$ cat config.mk
export PLATFORM = sky130hd
export DESIGN_NAME = div_unit_flat
export DESIGN_NICKNAME = d
export VERILOG_FILES = /design/src/rtl/div_unit_if.sv /design/src/rtl/div_unit.sv /design/src/flat_wrapper.sv
export SDC_FILE = /design/constraint.sdc
export NUM_CORES = 1
export LEC_CHECK = 0
export ABC_AREA = 1
export ABC_CLOCK_PERIOD_IN_PS = 10400
export CAP_MARGIN = 5
export CORE_MARGIN = 2
export CORE_UTILIZATION = 35
export CTS_CLUSTER_DIAMETER = 200
export DETAILED_ROUTE_END_ITERATION = 8
export PLACE_DENSITY = 0.64
export SYNTH_ARGS = -nofsm -noshare
export SYNTH_HDL_FRONTEND = slang
export SYNTH_SLANG_ARGS = --single-unit
$ cat constraint.sdc
create_clock -name clk -period 10.4 [get_ports clk]
set_clock_uncertainty 0.1 [all_clocks]
set_input_delay 1.56 -clock clk [delete_from_list [all_inputs] [get_ports clk]]
set_output_delay 1.56 -clock clk [all_outputs]
set_load 0.05 [all_outputs]
$ cat src/rtl/div_unit_if.sv
// Request/response bundle between the execute-stage decoder and the divider.
// master = decoder side, slave = divider side.
interface div_unit_if #(parameter int XLEN = 32);
    logic            div_start;
    logic [2:0]      div_op;
    logic [XLEN-1:0] dividend;
    logic [XLEN-1:0] divisor;
    logic            div_kill;
    logic            div_busy;
    logic            div_done;
    logic [XLEN-1:0] div_result;

    modport master (
        output div_start, div_op, dividend, divisor, div_kill,
        input  div_busy, div_done, div_result
    );

    modport slave (
        input  div_start, div_op, dividend, divisor, div_kill,
        output div_busy, div_done, div_result
    );
endinterface

$ cat src/rtl/div_unit.sv
// Iterative radix-2 restoring divider for RV32M DIV/DIVU/REM/REMU; DIV_EARLY_OUT_EN short-cuts /0 and overflow.
// Latency 34 cycles from the accepting edge (1 for early-out cases); busy holds off new starts, which are dropped.
// No queueing: div_kill aborts in any state and suppresses div_done.
module div_unit #(
    parameter int XLEN = 32
) (
    input  logic    clk,
    input  logic    rst,
    div_unit_if.slave bus
);
    localparam int CW = $clog2(XLEN);

    typedef enum logic [1:0] {IDLE, CALC, FIX} state_t;

    state_t          state_q;
    logic            sel_rem_q;
    logic            q_neg_q;
    logic            r_neg_q;
    logic [XLEN-1:0] quo_q;
    logic [XLEN-1:0] rem_q;
    logic [XLEN-1:0] dvs_q;
    logic [CW-1:0]   cnt_q;
    logic            done_q;
    logic [XLEN-1:0] result_q;

    logic            a_neg_d;
    logic            b_neg_d;
    logic            b_zero_d;
    logic [XLEN-1:0] a_abs_d;
    logic [XLEN-1:0] b_abs_d;
    logic [XLEN:0]   shift_d;
    logic            ge_d;
    logic [XLEN-1:0] rem_step_d;
    logic [XLEN-1:0] quo_fix_d;
    logic [XLEN-1:0] rem_fix_d;
`ifdef DIV_EARLY_OUT_EN
    logic            special_d;
    logic [XLEN-1:0] special_res_d;
`endif

    always_comb begin
        a_neg_d  = ~bus.div_op[0] & bus.dividend[XLEN-1];
        b_neg_d  = ~bus.div_op[0] & bus.divisor[XLEN-1];
        b_zero_d = (bus.divisor == '0);
        a_abs_d  = a_neg_d ? ('0 - bus.dividend) : bus.dividend;
        b_abs_d  = b_neg_d ? ('0 - bus.divisor)  : bus.divisor;

        // Partial remainder is 33 bits after the shift; the result always fits back in 32.
        shift_d    = {rem_q, quo_q[XLEN-1]};
        ge_d       = (shift_d >= {1'b0, dvs_q});
        rem_step_d = ge_d ? (shift_d[XLEN-1:0] - dvs_q) : shift_d[XLEN-1:0];

        quo_fix_d = q_neg_q ? ('0 - quo_q) : quo_q;
        rem_fix_d = r_neg_q ? ('0 - rem_q) : rem_q;

`ifdef DIV_EARLY_OUT_EN
        special_d = b_zero_d |
                    (~bus.div_op[0] && bus.dividend == {1'b1, {(XLEN-1){1'b0}}} && bus.divisor == '1);
        if (bus.div_op[1])
            special_res_d = b_zero_d ? bus.dividend : '0;
        else
            special_res_d = b_zero_d ? '1 : {1'b1, {(XLEN-1){1'b0}}};
`endif
    end

    always_ff @(posedge clk or posedge rst) begin
        if (rst) begin
            state_q   <= IDLE;
            sel_rem_q <= 1'b0;
            q_neg_q   <= 1'b0;
            r_neg_q   <= 1'b0;
            quo_q     <= '0;
            rem_q     <= '0;
            dvs_q     <= '0;
            cnt_q     <= '0;
            done_q    <= 1'b0;
            result_q  <= '0;
        end else begin
            done_q <= 1'b0;
            if (bus.div_kill) begin
                state_q <= IDLE;
            end else begin
                case (state_q)
                    IDLE: begin
                        if (bus.div_start && bus.div_op[2]) begin
                            sel_rem_q <= bus.div_op[1];
                            // Quotient sign fix is dropped for /0 so the all-ones result survives.
                            q_neg_q   <= (a_neg_d ^ b_neg_d) & ~b_zero_d;
                            r_neg_q   <= a_neg_d;
                            quo_q     <= a_abs_d;
                            dvs_q     <= b_abs_d;
                            rem_q     <= '0;
                            cnt_q     <= '0;
`ifdef DIV_EARLY_OUT_EN
                            if (special_d) begin
                                result_q <= special_res_d;
                                done_q   <= 1'b1;
                            end else begin
                                state_q <= CALC;
                            end
`else
                            state_q   <= CALC;
`endif
                        end
                    end
                    CALC: begin
                        rem_q <= rem_step_d;
                        quo_q <= {quo_q[XLEN-2:0], ge_d};
                        cnt_q <= cnt_q + 1'b1;
                        if (cnt_q == CW'(XLEN-1))
                            state_q <= FIX;
                    end
                    FIX: begin
                        result_q <= sel_rem_q ? rem_fix_d : quo_fix_d;
                        done_q   <= 1'b1;
                        state_q  <= IDLE;
                    end
                    default: state_q <= IDLE;
                endcase
            end
        end
    end

    assign bus.div_busy   = (state_q != IDLE);
    assign bus.div_done   = done_q;
    assign bus.div_result = result_q;
endmodule

$ cat src/flat_wrapper.sv
// flat-port wrapper written by rule: the top's interface ports become plain ports
module div_unit_flat 
#(
    parameter int XLEN = 32
)
  (clk, rst, bus_div_start, bus_div_op, bus_dividend, bus_divisor, bus_div_kill, bus_div_busy, bus_div_done, bus_div_result);
  div_unit_if #(.XLEN(XLEN)) bus_i ();
  input  logic clk;
  input  logic rst;
  input wire logic [$bits(bus_i.div_start)-1:0] bus_div_start;
  input wire logic [$bits(bus_i.div_op)-1:0] bus_div_op;
  input wire logic [$bits(bus_i.dividend)-1:0] bus_dividend;
  input wire logic [$bits(bus_i.divisor)-1:0] bus_divisor;
  input wire logic [$bits(bus_i.div_kill)-1:0] bus_div_kill;
  output wire logic [$bits(bus_i.div_busy)-1:0] bus_div_busy;
  output wire logic [$bits(bus_i.div_done)-1:0] bus_div_done;
  output wire logic [$bits(bus_i.div_result)-1:0] bus_div_result;
  assign bus_i.div_start = bus_div_start;
  assign bus_i.div_op = bus_div_op;
  assign bus_i.dividend = bus_dividend;
  assign bus_i.divisor = bus_divisor;
  assign bus_i.div_kill = bus_div_kill;
  assign bus_div_busy = bus_i.div_busy;
  assign bus_div_done = bus_i.div_done;
  assign bus_div_result = bus_i.div_result;
  div_unit #(.XLEN(XLEN)) u_core (.clk(clk), .rst(rst), .bus(bus_i));
endmodule
==> Implementation_results.wiki, run 1 <==
{| class="wikitable"
! Metric !! Value
|-
| Antenna violations before repair || 0
|-
| HPWL after DPL || 31.2 mm
|-
| Min Tclk post-route || 3.71 ns
|-
| Post-Syn Area per Cell || 6.12 um2
|-
| Worst hold path type || reg -> reg
|-
| Count of placed standard cells in the final layout, fillers left out || 2,518
|-
| Buffers on Ports || 104
|-
| Sum of negative setup slack || 0 ns
|-
| Area Overhead vs Synth || 16.1%
|-
| Initial cell density of the core || 35.3%
|-
| Gate Count Post-Synth || 1,979
|-
| Clock slew at reported path FFs || 0.06 ns
|-
| Unique masters post-synth || 51
|-
| Number of setup buffers added after CTS || 0
|-
| Number of buffers created by CTS || 17
|-
| Final routed wire length divided by cell count || 15.8 um
|-
| Async SR Flop Fraction || 100%
|-
| Dominant register cell in the synthesized netlist || sky130_fd_sc_hd__dfrtp_1
|-
| Critical Path RT || 10.66 ns
|-
| Final Net Count || 2,160
|-
| Tightest Pin Transition || 0.919 ns
|-
| Largest net degree at the start of global routing || 83
|-
| Number of sinks handled by clock tree synthesis || 139
|-
| Clock latency at the later pin of the worst-skew pair || 0.43 ns
|-
| Vias per cell || 5.15
|-
| Pwr dens || 247 nW/um2
|-
| Result of the run || finished, final reports clean
|-
| Worst slack on hold paths || 0.382 ns
|-
| Final antenna-violating net count || 0
|-
| Most frequent cells after synthesis || 603 x sky130_fd_sc_hd__nand2_1, 289 x sky130_fd_sc_hd__inv_1, 233 x sky130_fd_sc_hd__nand3_1
|-
| First-pass GRT wire length || 63.8 mm
|-
| Critical path, cell by cell || clkdlybuf4s50_1 > nor2_4 > nor2_4 > inv_1 > buf_4 > nor2_1 > a21oi_1
|-
| Vias in the first global route || 12.0k
|-
| GRT overflow || 0
|-
| Core region area || 34,300 um2
|-
| Syn_nets || 2,089
|-
| Cell accounting for the most synthesized area || sky130_fd_sc_hd__dfrtp_1
|-
| Worst-case headroom to the max-slew limit || 38.7%
|-
| Sequential-to-total area share from yosys stat || 28.7%
|-
| Peak VDD IR || 0.124 mV
|-
| Mapped cell area || 12,100 um2
|-
| Max-cap check violation count || 0
|-
| Hold Violations, Final || 0
|-
| Fraction of layout instances using a drive strength above 1 || 4.51%
|-
| Fraction of synthesized cell area taken by the top area cell type || 28.7%
|-
| Power consumption || 3460 uW
|-
| Final period utilization || 35.7%
|-
| CTS root buf || sky130_fd_sc_hd__clkbuf_16
|-
| Achievable frequency || 0.270 GHz
|-
| Register area || 3480 um2
|-
| Worst-path cell with the longest stage delay || sky130_fd_sc_hd__nor2_4
|-
| End-of-flow core utilization || 41.0%
|-
| Number of pins with negative max-slew slack in the final report || 0
|-
| Row count || 68
|-
| Initial drt markers || 1,228
|-
| Routed vias || 13.0k
|-
| Number of iterations in the first detailed-routing pass || 6
|-
| Combined area of the multi-input logic cells || 7210 um2
|-
| Routability congestion estimate || 0.950
|-
| Hold buffer count at CTS || 0
|-
| Most frequent cell after synthesis || sky130_fd_sc_hd__nand2_1
|-
| Cell occurring most often along the worst timing path || sky130_fd_sc_hd__nor2_4
|-
| Number of primary I/O pins || 105
|-
| Largest driver fanout on the critical path || 37
|-
| Total routed wirelength || 39.9 mm
|-
| Chip Width || 190 um
|-
| CTS HTree Levels || 4
|-
| Worst Setup Start Kind || input port
|-
| FILL cells || 3,639
|-
| Die height || 190 um
|-
| Residual DRC count || 0
|-
| Total number of yosys warnings || 0
|-
| Delay of the slowest critical-path stage || 0.73 ns
|-
| Capturing element type of the critical path || register
|-
| # resized after CTS || 0
|-
| Area enclosed by the die boundary || 36,100 um2
|-
| Diodes inserted || 0
|-
| Clock tree from TritonCTS || built
|-
| Total setup violations reported at the end of the flow || 0
|-
| Synth area leaders || sky130_fd_sc_hd__dfrtp_1 29%, sky130_fd_sc_hd__nand2_1 19%, sky130_fd_sc_hd__nand3_1 9.6%
|-
| Buffer levels on the longest clock path || 2
|-
| Overall routing resource usage || 22.4%
|-
| Register bit total from synthesis || 139
|-
| Placed Cells || 2,486
|-
| EDFF count, synth || 0
|-
| Cell leakage power || 0.00707 uW
|-
| Unrepaired setup endpoints after global routing || no
|-
| Critical Path AT || 3.97 ns
|-
| Critical path start-end classification || in -> reg
|}
-- registers in the layout (all words and copies together), names as in the netlist --
register / count
u_core.dvs_q: 32
u_core.rem_q: 32
u_core.bus.div_result: 32
u_core.cnt_q: 5
u_core.q_neg_q: 1
u_core.quo_q: 32
u_core.state_q: 2
u_core.sel_rem_q: 1
u_core.bus.div_done: 1
u_core.r_neg_q: 1
-- cells by family (layout without fill, tap and decap cells) --
| logic type | count (synthesis) | in the layout | synth area share, % |
|---|---|---|---|
| and+or+nand+nor | 1104 | 1104 | 39.5 |
| adders and majority gates | 39 | 39 | 4.09 |
| xor gates and xnor gates | 30 | 30 | 2.17 |
| buffers and inverters | 359 | 443 | 11.8 |
| AOI/OAI and AO/OA | 308 | 308 | 13.7 |
| DFF | 139 | 139 | 28.7 |
-- cell type report --
cell class	count	area share, %
multi-input combinational	1481	51.3
sequential	139	24.8
inverter	298	8.00
timing repair buffer	113	7.89
tap	455	4.05
clock buffer	21	3.35
clock inverter	11	0.668
-- critical path: cells and delay by family --
family          cells  cell delay, ns
compound gates      1            0.13
simple gates        3            0.87
buf+inv             3            1.39
-- report_power, final --
| group | switching, uW | leakage, uW | internal, uW |
|---|---|---|---|
| Clock | 249 | 0.000283 | 347 |
| Sequential | 165 | 0.00176 | 661 |
| Combinational | 1380 | 0.00503 | 663 |
| Total | 1790 | 0.00707 | 1670 |
-- layout by cell type, fill, tap and decap left out, drive strengths merged, types with 14 or more instances in the layout --
cell type	synthesis	layout
clkbuf	33	21
nor2	177	177
nand3	236	236
o21ai	162	162
nand4	26	26
dfrtp	139	139
xor2	14	14
ha	38	38
clkdlybuf4s50	0	104
inv	296	297
nand3b	18	18
a21oi	96	96
a31oi	17	17
xnor2	16	16
nand2	615	615
nor3	25	25
-- through the flow --
step / instance area, um2 / setup slack (ns)
2_1_floorplan: 12100 / 5.02
3_3_place_gp: 13500 / 6.36
3_5_place_dp: 13500 / 6.26
4_1_cts: 14100 / 6.71
5_1_grt: 14100 / 6.49
6_report: 14100 / 6.69
-- path summary, 6_finish.rpt --
kind | startpoint | endpoint | slack (ns) | depth (start not counted)
hold reg to reg | u_core.bus.div_result[25] | u_core.bus.div_result[25] | 0.38 | 2
min in group asynchronous | rst | u_core.bus.div_result[28] | 1.54 | 2
setup reg to reg | u_core.state_q[0] | u_core.quo_q[31] | 7.48 | 9
setup / recovery | bus_div_kill | u_core.quo_q[31] | 6.69 | 7
hold / removal | u_core.bus.div_result[25] | u_core.bus.div_result[25] | 0.38 | 2
max in group asynchronous | rst | u_core.dvs_q[11] | 7.34 | 3
-- layer usage --
layer | track usage [%] | vias up | wire, um
li1 | - | 6525 | -
met1 | 31.2 | 5980 | 18500
met2 | 35.8 | 400 | 18100
met3 | 2.51 | 60 | 1940
met4 | 7.84 | 0 | 1270
met5 | 0 | - | 0
Power figures use the tool's default switching activity.
==> run 2, diff against run 1 <==
--- a/config.mk
+++ b/config.mk
@@ -6,13 +6,13 @@
 export NUM_CORES = 1
 export LEC_CHECK = 0
 export ABC_AREA = 1
-export ABC_CLOCK_PERIOD_IN_PS = 10400
+export ABC_CLOCK_PERIOD_IN_PS = 3400
 export CAP_MARGIN = 5
 export CORE_MARGIN = 2
 export CORE_UTILIZATION = 35
 export CTS_CLUSTER_DIAMETER = 200
 export DETAILED_ROUTE_END_ITERATION = 8
-export PLACE_DENSITY = 0.64
+export PLACE_DENSITY = 0.66
 export SYNTH_ARGS = -nofsm -noshare
 export SYNTH_HDL_FRONTEND = slang
 export SYNTH_SLANG_ARGS = --single-unit
==> constraint.sdc (replaced) <==
create_clock -name clk -period 3.4 [get_ports clk]
set_clock_uncertainty 0.1 [all_clocks]
set_input_delay 0.51 -clock clk [delete_from_list [all_inputs] [get_ports clk]]
set_output_delay 0.51 -clock clk [all_outputs]
set_load 0.05 [all_outputs]
==> Implementation_results.wiki, run 2 (synthesis gave the netlist of run 1 again) <==
{| class="wikitable"
! Metric !! Value
|-
| Result of the run || finished, final reports clean
|-
| Area enclosed by the die boundary || 36,100 um2
|-
| Cell leakage power || 0.00710 uW
|-
| Antenna violations before repair || 0
|-
| Worst slack on hold paths || 0.383 ns
|-
| Reported net switching power || 5500 uW
|-
| Largest driver fanout on the critical path || 34
|-
| Critical Path AT || 2.86 ns
|-
| Min setup slack post-route || 0.753 ns
|-
| Final Net Count || 2,167
|-
| Number of primary I/O pins || 105
|-
| Flop pwr share || 23.7%
|-
| Initial drt markers || 1,022
|-
| Hold Violations, Final || 0
|-
| Achievable frequency || 0.378 GHz
|-
| Min Tclk post-route || 2.65 ns
|-
| Pwr dens || 748 nW/um2
|-
| Core region area || 34,300 um2
|-
| Number of iterations in the first detailed-routing pass || 6
|-
| Peak VDD IR || 0.345 mV
|-
| Number of setup buffers added after CTS || 0
|-
| Total setup violations reported at the end of the flow || 0
|-
| Fraction of layout instances using a drive strength above 1 || 4.88%
|-
| CTS HTree Levels || 4
|-
| Routability congestion estimate || 0.919
|-
| Number of cells traversed by the worst register-to-register path || 13
|-
| Number of pins with negative max-slew slack in the final report || 0
|-
| Critical Path RT || 3.61 ns
|-
| Sw Share || 52.0%
|-
| Largest net degree at the start of global routing || 104
|-
| Clock latency at the later pin of the worst-skew pair || 0.43 ns
|-
| Hold buffer count at CTS || 0
|-
| Routed vias || 12.9k
|-
| Critical path startpoint || u_core.rem_q[17]
|-
| Sum of negative setup slack || 0 ns
|-
| Worst setup slack after placement || 0.647 ns
|-
| End-of-flow core utilization || 41.2%
|-
| HPWL after DPL || 31.0 mm
|-
| Hold wc startpoint || u_core.bus.div_result[28]
|-
| Worst Setup Start Kind || register
|-
| Row count || 68
|-
| Worst-case headroom to the max-slew limit || 40.0%
|-
| GRT overflow || 0
|-
| Total routed wirelength || 39.3 mm
|-
| Initial cell density of the core || 35.3%
|-
| Vias in the first global route || 11.8k
|-
| Highest-count cells in the layout ignoring fill and taps || 603 x sky130_fd_sc_hd__nand2_1, 288 x sky130_fd_sc_hd__inv_1, 233 x sky130_fd_sc_hd__nand3_1
|-
| Unrepaired setup endpoints after global routing || no
|-
| Combinational cell fraction of total power || 59.4%
|-
| Final period utilization || 77.8%
|-
| Residual DRC count || 0
|-
| Area Overhead vs Synth || 16.7%
|-
| CTS root buf || sky130_fd_sc_hd__clkbuf_16
|-
| Clock tree from TritonCTS || built
|-
| Final routed wire length divided by cell count || 15.5 um
|-
| Most frequent standard cell in the layout excluding fill and tap cells || sky130_fd_sc_hd__nand2_1
|-
| Critical path start-end classification || reg -> reg
|-
| Tightest Pin Transition || 0.899 ns
|-
| First-pass GRT wire length || 62.6 mm
|-
| RR Startpoint || u_core.rem_q[17]
|-
| Chip Width || 190 um
|-
| Max-cap check violation count || 0
|-
| Clock group share of total power || 17.0%
|-
| Die height || 190 um
|-
| Overall routing resource usage || 21.9%
|-
| Vias per cell || 5.09
|-
| Worst Hold Depth || 2
|-
| Number of buffers created by CTS || 17
|-
| Capturing element type of the critical path || register
|-
| Internal || 5060 uW
|-
| # resized after CTS || 0
|-
| Number of sinks handled by clock tree synthesis || 139
|-
| Final antenna-violating net count || 0
|-
| Buffers on Ports || 104
|-
| Buffer levels on the longest clock path || 2
|-
| Clock slew at reported path FFs || 0.06 ns
|-
| Worst hold path type || reg -> reg
|}
run 2: area by class of cell:
cell class | count | area [um2]
fill | 3658 | 20200
multi-input combinational | 1481 | 7210
sequential | 139 | 3480
timing repair buffer | 120 | 1190
inverter | 298 | 1120
tap | 455 | 569
clock buffer | 17 | 425
clock inverter | 15 | 126
antenna | 1 | 2.50
run 2: per-layer routing:
layer	global-route usage, %	vias up	wire, um
li1	-	6544	-
met1	31.4	5917	18900
met2	35.2	346	17900
met3	2.14	53	1740
met4	5.99	0	803
met5	0	-	0
run 2: path summary, 6_finish.rpt:
check	slack, ns	endpoint
max	0.75	u_core.quo_q[0]
min	0.38	u_core.bus.div_result[28]
max reg2reg	0.75	u_core.quo_q[0]
min reg2reg	0.38	u_core.bus.div_result[28]
max in group asynchronous	2.19	u_core.dvs_q[15]
min in group asynchronous	0.45	u_core.bus.div_result[24]
run 2: stage by stage:
stage	cells	cell area, um2	power (uW)
detailed placement	2493	13600	8710
floorplan	1979	12100	7140
global placement	2493	13600	8640
CTS	2525	14100	10500
finish	2526	14100	10600
global route	2525	14100	11500
run 2: power groups by stage:
stage	clock network [uW]	registers (uW)	logic [uW]
3_3_place_gp	0	2510	6130
2_1_floorplan	0	2340	4800
3_5_place_dp	0	2510	6190
5_1_grt	1880	2540	7090
6_report	1790	2500	6270
4_1_cts	1820	2490	6230
run 2: worst max-delay path, stage by stage, from the launching register on:
cell                      delay, ns
sky130_fd_sc_hd__dfrtp_1       0.48
sky130_fd_sc_hd__ha_1          0.37
sky130_fd_sc_hd__nand2_1       0.09
sky130_fd_sc_hd__nand2_1       0.08
sky130_fd_sc_hd__nand2_1       0.07
sky130_fd_sc_hd__nand2_1       0.06
sky130_fd_sc_hd__nand2_1       0.06
sky130_fd_sc_hd__nand2_1       0.08
sky130_fd_sc_hd__nand2_1       0.08
sky130_fd_sc_hd__nand3_2       0.11
sky130_fd_sc_hd__nor2_8        0.41
sky130_fd_sc_hd__nand2_8       0.25
sky130_fd_sc_hd__o21ai_1       0.18
sky130_fd_sc_hd__o21ai_1       0.08
==> run 3, diff against run 2 <==
--- a/config.mk
+++ b/config.mk
@@ -6,13 +6,13 @@
 export NUM_CORES = 1
 export LEC_CHECK = 0
 export ABC_AREA = 1
-export ABC_CLOCK_PERIOD_IN_PS = 3400
+export ABC_CLOCK_PERIOD_IN_PS = 2550
 export CAP_MARGIN = 5
 export CORE_MARGIN = 2
 export CORE_UTILIZATION = 35
 export CTS_CLUSTER_DIAMETER = 200
 export DETAILED_ROUTE_END_ITERATION = 8
-export PLACE_DENSITY = 0.66
+export PLACE_DENSITY = 0.64
 export SYNTH_ARGS = -nofsm -noshare
 export SYNTH_HDL_FRONTEND = slang
 export SYNTH_SLANG_ARGS = --single-unit
==> constraint.sdc (replaced) <==
create_clock -name clk -period 2.55 [get_ports clk]
set_clock_uncertainty 0.1 [all_clocks]
set_input_delay 0.3825 -clock clk [delete_from_list [all_inputs] [get_ports clk]]
set_output_delay 0.3825 -clock clk [all_outputs]
set_load 0.05 [all_outputs]
==> Implementation_results.wiki, run 3 (synthesis gave the netlist of run 1 again) <==
{| class="wikitable"
! Metric !! Value
|-
| Result of the run || finished, final reports clean
|-
| Buffer levels on the longest clock path || 2
|-
| Tightest Pin Transition || 0.601 ns
|-
| Unrepaired setup endpoints after global routing || yes
|-
| Register area || 3480 um2
|-
| Min Tclk post-route || 2.48 ns
|-
| Placed Cells || 2,533
|-
| Final period utilization || 97.2%
|-
| First-pass GRT wire length || 64.8 mm
|-
| Hold buffer count at CTS || 0
|-
| End-of-flow core utilization || 42.7%
|-
| Worst hold path type || in -> async
|-
| Total setup violations reported at the end of the flow || 0
|-
| CTS root buf || sky130_fd_sc_hd__clkbuf_16
|-
| Antenna violations before repair || 1
|-
| Worst-case headroom to the max-slew limit || 59.5%
|-
| Residual DRC count || 0
|-
| Initial cell density of the core || 35.3%
|-
| Critical Path RT || 2.76 ns
|-
| Number of primary I/O pins || 105
|-
| Die height || 190 um
|-
| Buffers on Ports || 104
|-
| Final antenna-violating net count || 0
|-
| Hold Violations, Final || 0
|-
| CTS HTree Levels || 4
|-
| Total routed wirelength || 41.2 mm
|-
| Critical Path AT || 2.69 ns
|-
| Initial drt markers || 1,093
|-
| Critical path start-end classification || reg -> reg
|-
| Highest-count cells in the layout ignoring fill and taps || 603 x sky130_fd_sc_hd__nand2_1, 285 x sky130_fd_sc_hd__inv_1, 233 x sky130_fd_sc_hd__nand3_1
|-
| Vias per cell || 5.16
|-
| Vias in the first global route || 12.2k
|-
| Clock slew at reported path FFs || 0.06 ns
|-
| Clock latency at the later pin of the worst-skew pair || 0.43 ns
|-
| Cell leakage power || 0.00735 uW
|-
| Diodes inserted || 0
|-
| Overall routing resource usage || 22.8%
|-
| Final routed wire length divided by cell count || 16.0 um
|-
| Number of sinks handled by clock tree synthesis || 139
|-
| Number of buffers created by CTS || 17
|-
| Clock tree from TritonCTS || built
|-
| Worst R2R Setup Slack || 0.07 ns
|-
| Routed vias || 13.2k
|-
| Achievable frequency || 0.404 GHz
|-
| Number of pins with negative max-slew slack in the final report || 0
|-
| Area Overhead vs Synth || 21.0%
|-
| FILL cells || 3,614
|-
| Pwr dens || 1030 nW/um2
|-
| Final Net Count || 2,210
|-
| Placed instance area || 13,900 um2
|-
| Area enclosed by the die boundary || 36,100 um2
|-
| Most frequent standard cell in the layout excluding fill and tap cells || sky130_fd_sc_hd__nand2_1
|-
| Max-cap check violation count || 0
|-
| Number of iterations in the first detailed-routing pass || 5
|-
| HPWL after DPL || 32.4 mm
|-
| Chip Width || 190 um
|-
| Row count || 68
|-
| GRT overflow || 0
|-
| Sum of negative setup slack || 0 ns
|-
| Largest net degree at the start of global routing || 97
|-
| Layout Cell Area excl Fill || 14,600 um2
|-
| Core region area || 34,300 um2
|-
| Fraction of layout instances using a drive strength above 1 || 7.38%
|-
| Worst Setup Start Kind || register
|-
| Combined area of the multi-input logic cells || 7300 um2
|-
| Count of placed standard cells in the final layout, fillers left out || 2,568
|-
| Routability congestion estimate || 0.951
|-
| Largest driver fanout on the critical path || 16
|-
| Peak VDD IR || 0.449 mV
|-
| Capturing element type of the critical path || register
|}
[run 3: changes by cell type in the layout (fill, tap and decap cells not counted), moves of 2 or more]
cell,previous run,this run
sky130_fd_sc_hd__clkinv_2,6,3
sky130_fd_sc_hd__ha_2,0,4
sky130_fd_sc_hd__buf_6,0,3
sky130_fd_sc_hd__ha_4,0,3
sky130_fd_sc_hd__ha_1,38,31
sky130_fd_sc_hd__buf_12,2,6
sky130_fd_sc_hd__inv_1,288,285
sky130_fd_sc_hd__nor2_4,4,7
sky130_fd_sc_hd__inv_2,7,10
sky130_fd_sc_hd__bufinv_16,1,3
sky130_fd_sc_hd__buf_4,14,48
[run 3: what timing repair did]
action                     in CTS  in global routing
gates resized for setup         0                 19
setup buffers                   0                  1
hold endpoints to repair        0                  0
setup endpoints to repair       0                 33
[run 3: area by class of cell]
class | count | area share [%]
Clock inverter | 14 | 1.16
Timing Repair Buffer | 161 | 10.6
Multi-Input combinational cell | 1483 | 49.9
Clock buffer | 18 | 3.00
Tap cell | 455 | 3.89
Sequential cell | 139 | 23.8
Inverter | 298 | 7.67
[run 3: routing by layer]
layer  GRT usage, %  vias up  share of wire [%]
met2           35.7      408                 45
met1           32.2     6130                 47
met3           2.23       74                5.1
li1               -     6629                  -
met4           9.33        0                3.6
met5              0        -                  0
[run 3: power by group]
part / switching [uW] / internal (uW) / leakage (uW)
Combinational: 6050 / 3150 / 0.00531
Clock: 1040 / 1570 / 0.000288
Sequential: 562 / 2700 / 0.00175
Total: 7660 / 7410 / 0.00735
[run 3: worst paths after layout]
kind / cells past startpoint / end / startpoint
setup / recovery: 12 / u_core.rem_q[10] / u_core.rem_q[25]
hold / removal: 3 / u_core.bus.div_result[28] / rst
setup reg to reg: 12 / u_core.rem_q[10] / u_core.rem_q[25]
hold reg to reg: 2 / u_core.bus.div_result[23] / u_core.bus.div_result[23]
max in group asynchronous: 3 / u_core.dvs_q[10] / rst
min in group clk: 2 / u_core.bus.div_result[23] / u_core.bus.div_result[23]
[run 3: through the flow]
| step | setup WS, ns | hold slack [ns] | total power, uW |
|---|---|---|---|
| 4_1_cts | 0.124 | 0.301 | 14700 |
| 3_5_place_dp | 0.0865 | 0.369 | 12000 |
| 3_3_place_gp | 0.110 | 0.367 | 11900 |
| 6_report | 0.0721 | 0.292 | 15100 |
| 5_1_grt | -0.00506 | 0.332 | 16300 |
| 2_1_floorplan | 0.332 | 0.349 | 9530 |
[run 3: critical path, cell delays in order (launching register included)]
cell and delay, ns:
sky130_fd_sc_hd__dfrtp_1 0.49, sky130_fd_sc_hd__ha_2 0.44, sky130_fd_sc_hd__nand2_1 0.13, sky130_fd_sc_hd__nor2_2 0.19
sky130_fd_sc_hd__nand3_1 0.13, sky130_fd_sc_hd__nor2_1 0.10, sky130_fd_sc_hd__nand2_1 0.09, sky130_fd_sc_hd__nand3_4 0.15
sky130_fd_sc_hd__nor2_8 0.09, sky130_fd_sc_hd__nand2_4 0.23, sky130_fd_sc_hd__nand2_1 0.09, sky130_fd_sc_hd__nand3_1 0.07
sky130_fd_sc_hd__o21ai_1 0.07
